$ cat src/rtl/seven_segment_capture.sv
// seven_segment_capture: decodes a multiplexed seven-segment bus back into stability-filtered hex frames
module seven_segment_capture #(
  parameter int DIGITS        = 4,
  parameter int STABLE_CYCLES = 4
) (
  input  logic                  clk,
  input  logic                  rst,
  input  logic [7:0]            seg_in,
  input  logic [DIGITS-1:0]     an_in,
  output logic [4*DIGITS-1:0]   value_out,
  output logic [DIGITS-1:0]     dp_out,
  output logic                  valid,
  output logic                  err_out
);
  localparam int CW = $clog2(STABLE_CYCLES + 1);
  localparam logic [1:0] IDLE = 2'd0, COUNT = 2'd1, LOCKED = 2'd2;
  logic [DIGITS+7:0]   prev, smp;
  logic [CW-1:0]       cnt, cnt_nx;
  logic [1:0]          state, state_nx;
  logic                acc, onehot, same, seg_bad, full;
  logic [3:0]          nib;
  logic [4*DIGITS-1:0] stage_val;
  logic [DIGITS-1:0]   stage_dp, stage_bad, mask;
  always_comb begin
    nib = 4'h0;
    seg_bad = 1'b0;
    case (seg_in[6:0])
      7'h3F: nib = 4'h0;
      7'h06: nib = 4'h1;
      7'h5B: nib = 4'h2;
      7'h4F: nib = 4'h3;
      7'h66: nib = 4'h4;
      7'h6D: nib = 4'h5;
      7'h7D: nib = 4'h6;
      7'h07: nib = 4'h7;
      7'h7F: nib = 4'h8;
      7'h6F: nib = 4'h9;
      7'h77: nib = 4'hA;
      7'h7C: nib = 4'hB;
      7'h39: nib = 4'hC;
      7'h5E: nib = 4'hD;
      7'h79: nib = 4'hE;
      7'h71: nib = 4'hF;
      default: seg_bad = 1'b1;
    endcase
  end
  // A changed one-hot sample restarts the count; a held sample in LOCKED never re-accepts
  always_comb begin
    smp = {an_in, seg_in};
    onehot = $onehot(an_in);
    same = smp == prev;
    state_nx = state;
    cnt_nx = cnt;
    acc = 1'b0;
    if (!onehot) begin
      state_nx = IDLE;
      cnt_nx = '0;
    end else if (state == IDLE || !same) begin
      cnt_nx = CW'(1);
      acc = STABLE_CYCLES == 1;
      state_nx = acc ? LOCKED : COUNT;
    end else if (state == COUNT) begin
      cnt_nx = cnt + CW'(1);
      acc = cnt_nx == CW'(STABLE_CYCLES);
      state_nx = acc ? LOCKED : COUNT;
    end
  end
  assign full = &mask;
  always_ff @(posedge clk or posedge rst) begin
    if (rst) begin
      prev <= '0;
      cnt <= '0;
      state <= IDLE;
      stage_val <= '0;
      stage_dp <= '0;
      stage_bad <= '0;
      mask <= '0;
      value_out <= '0;
      dp_out <= '0;
      err_out <= 1'b0;
      valid <= 1'b0;
    end else begin
      prev <= smp;
      cnt <= cnt_nx;
      state <= state_nx;
      valid <= full;
      if (full) begin
        value_out <= stage_val;
        dp_out <= stage_dp;
        err_out <= |stage_bad;
      end
      // An accept on the frame edge seeds the next frame rather than being cleared
      for (int i = 0; i < DIGITS; i++) begin
        mask[i] <= (acc && an_in[i]) || (mask[i] && !full);
        stage_bad[i] <= (acc && an_in[i]) ? seg_bad : (stage_bad[i] && !full);
        if (acc && an_in[i]) begin
          stage_val[4*i +: 4] <= nib;
          stage_dp[i] <= seg_in[7];
        end
      end
    end
  end
endmodule

$ cat config.mk
export PLATFORM = sky130hd
export DESIGN_NAME = seven_segment_capture
export DESIGN_NICKNAME = d
export VERILOG_FILES = /design/src/rtl/seven_segment_capture.sv
export SDC_FILE = /design/constraint.sdc
export NUM_CORES = 1
export LEC_CHECK = 0
export ABC_AREA = 1
export CORE_ASPECT_RATIO = 2
export CORE_UTILIZATION = 33
export CTS_CLUSTER_SIZE = 10
export DETAILED_ROUTE_END_ITERATION = 10
export GPL_ROUTABILITY_DRIVEN = 1
export SLEW_MARGIN = 20
export SYNTH_ARGS = -nofsm -noshare
export SYNTH_HDL_FRONTEND = slang
export SYNTH_SLANG_ARGS = --single-unit
$ cat constraint.sdc
create_clock -name clk -period 2.1 [get_ports clk]
set_input_delay 0.21 -clock clk [delete_from_list [all_inputs] [get_ports clk]]
set_output_delay 0.21 -clock clk [all_outputs]
set_load 0.01 [all_outputs]
==> results.tsv, run 1 <==
stage	metric	value	unit
floorplan	core-area	0.00970	mm²
logic_synthesis	synth_area_leaders	dfrtp_1, nand2_1, mux2_2	
worst_hold_path	hold_class	in -> async	
sta	rsz0062_at_grt	false	
clock_network	clk_latency	0.33	ns
route	drt_pre_antenna_iters	4	
setup_path	path_class	in -> reg	
floorplan	start_util	0.340	
logic_synthesis	yosys.area.top_type_share	0.508	
place	gp_congestion	0.889	
logic_synthesis	ys_async_sr_fraction	1.00	
logic_synthesis	netlist_instances	357	
logic_synthesis	post-synth-top-area-cell	dfrtp_1	
place	io_buffers	35	
floorplan	die_h	143	µm
logic_synthesis	yosysSeqAreaShare	0.508	
finish	nets	444	
power_and_ir_drop	pwr_density_cell	690	mW/mm²
floorplan	die_area	0.0104	mm²
route	drt_wl_total	7.61	mm
sta	setup_violations	0	
setup_path	worst_r2r_endpoint	stage_dp[3]	
flow_run	cap_violations	0	
finish	antenna_cells	0	
grt	grt_antenna_before_repair	0	
sta	hold_viol	0	
status	outcome	finished, final reports clean	
logic_synthesis	yosysWarnings	0	
logic_synthesis	synth_most_common_cell	nand2_1	
setup_path	slowest_stage	fa_1	
place	postPlaceCellArea	0.00401	mm²
floorplan	io_pins	36	
power_and_ir_drop	p_sw_frac	0.254	
setup_path	start_kind	input port	
clock_network	cts_tree	done	
grt	grt_pass1_wl	12.4	mm
clock_network	cts_buffers	9	
power_and_ir_drop	pwr-share-clk	0.456	
setup_path	rr_startpoint	cnt[0]	
floorplan	rows	51	
place	hpwl	5.80	mm
logic_synthesis	synth.cell_area	0.00330	mm²
floorplan	dieWidth	72.7	µm
clock_network	clkTransAtPathRegs	0.06	ns
logic_synthesis	synth_nets	376	
grt	track_usage	0.163	
sta	max_slew.worst_pin.slew	0.516	ns
power_and_ir_drop	intPower	0.00224	W
logic_synthesis	yosys_register_bits	67	
finish	seq_area	0.00168	mm²
route	final_antenna_net_count	0	
power_and_ir_drop	power_frac_seq	0.442	
power_and_ir_drop	p_sw	0.000763	W
route	drt-wirelength-per-cell	13.5	µm
sta	timing.fmax	503	MHz
sta	period_needed	1.99	ns
grt	grt_max_degree	30	
logic_synthesis	ys.flop_type	dfrtp_1	
sta	drv_slew	0	
finish	fill_cells	984	
grt	overflow	0	
setup_path	ff2ff_path_depth	6	
clock_network	cts.sinks	67	
power_and_ir_drop	p_comb_frac	0.103	
route	vias_per_cell	4.63	
clock_network	cts_setup_buffers	0	
setup_path	critPathCaptureType	flop	
finish	multi_input_area	0.00148	mm²
clock_network	clock_path_buffers	2	
finish	syn_to_final_growth	32.0	%
sta	period_share	0.946	
sta	slew_headroom	0.656	
power_and_ir_drop	vdd_drop_max	0.469	mV
finish	drive_gt1_frac	0.265	
finish	finalNonFillerCells	562	
setup_path	crit_fanout	6	
setup_path	path_cells	buf_2 > inv_2 > fa_1 > inv_2 > ha_4 > ha_4 > nor3_4 > nand2_2 > clkinv_4 > nand3_4 > nor2_4 > nand3_2 > nand2_1	
place	dp.cells	543	
logic_synthesis	synth_common_cells	nand2_1, dfrtp_1, nand3_1, nor2_1, inv_1	
grt	grt_pass1_vias	2630	
clock_network	cts_max_level	3	
route	vias	2601	
route	drtIter0Drc	136	
clock_network	cts_root_buffer	clkbuf_16	
setup_path	arrival	2.25	ns
logic_synthesis	ys_types	35	
route	drc	0	
logic_synthesis	synth-edff-count	0	
setup_path	required	2.37	ns
finish	postLayoutCellArea	0.00436	mm²
power_and_ir_drop	power_leakage	2.21	nW
sta	fin_skew	0.00606	ns
setup_path	slowest_delay	0.51	ns
logic_synthesis	synth_area_per_cell	9.24	µm²
setup_path	r2r_setup_slack	0.48	ns
cell families (layout without fill, tap and decap cells):
group           after synthesis  count (layout)  share of synthesized area
mux                          20              20                     0.0683
fa+ha+maj                     5               5                     0.0212
flops                        67              67                      0.508
compound gates               14              14                     0.0231
buf+inv                      50             120                     0.0762
simple gates                199             202                      0.298
xor+xnor                      2               2                    0.00531
final cells by class:
type                       instances  share of cell area
sequential                        67               0.385
multi-input combinational        243               0.340
timing repair buffer              64               0.135
clock buffer                       9              0.0517
inverter                          40              0.0379
tap                              132              0.0379
clock inverter                     7              0.0121
worst max path at each step:
stage          startpoint      endpoint  slack, ns  cells past startpoint
2_1_floorplan    an_in[0]   stage_dp[3]      -0.14                     14
3_3_place_gp     an_in[0]  stage_val[3]      -0.70                     13
3_5_place_dp     an_in[0]  stage_val[3]      -0.74                     13
4_1_cts          an_in[1]  stage_val[4]       0.02                     13
5_1_grt          an_in[3]   stage_dp[3]      0.002                     13
6_report         an_in[3]   stage_dp[3]       0.11                     13
state kept, by name (all words and copies together), names as in the netlist:
register   count
stage_dp       4
mask           4
dp_out         4
prev          12
stage_bad      4
valid          1
stage_val     16
cnt            3
state          2
err_out        1
value_out     16
metal layers:
| metal | wire length (µm) | GRT usage |
|---|---|---|
| met5 | 0 | 0 |
| met3 | 143 | 0.0238 |
| met1 | 2710 | 0.161 |
| met4 | 386 | 0.109 |
| met2 | 4380 | 0.304 |
stage by stage:
stage          TNS [ns]  power [W]  utilization  setup slack, ns  hold slack (ns)
5_1_grt               0    0.00312        0.449          0.00236            0.198
3_3_place_gp     -20.08    0.00165        0.413           -0.700            0.458
2_1_floorplan     -2.86    0.00153            -           -0.139            0.241
3_5_place_dp     -21.31    0.00165        0.413           -0.743            0.459
4_1_cts               0    0.00304        0.448           0.0237            0.184
6_report              0    0.00300        0.449            0.114            0.174
timing repair:
item                       4_1_cts  5_1_grt
setup endpoints to repair       33       20
resized for setup               19        6
pin swaps                       10       10
hold buffers                     0        0
gates cloned                     3        0
critical path: cells and delay by family:
kind	cells	cell delay [ns]
adder cells (fa/ha/maj)	3	0.91
buffers and inverters	4	0.27
AND/OR/NAND/NOR	6	0.86
cell usage in the layout, fill, tap and decap left out, types with 5 or more instances in the layout:
master,n
buf_4,26
clkbuf_16,9
clkdlybuf4s50_1,32
dfrtp_1,67
inv_1,26
inv_2,10
mux2_2,16
nand2_1,109
nand2_2,5
nand3_1,25
nand3_2,8
nor2_1,29
nor2_4,8
o21ai_1,6
power groups by stage:
stage | registers (W) | logic, W | clock network [W]
after floorplan | 0.00135 | 0.000185 | 0
after global placement | 0.00135 | 0.000299 | 0
after detailed placement | 0.00135 | 0.000304 | 0
after CTS | 0.00133 | 0.000311 | 0.00140
after global routing | 0.00133 | 0.000345 | 0.00145
final | 0.00133 | 0.000308 | 0.00137
Power figures use the tool's default switching activity.
==> inputs of run 2 (changes only) <==
Settings changed: CTS_CLUSTER_SIZE 10 to 40.
==> results of run 2 <==
The final DEF is identical to that of run 1; final timing and power are the same.
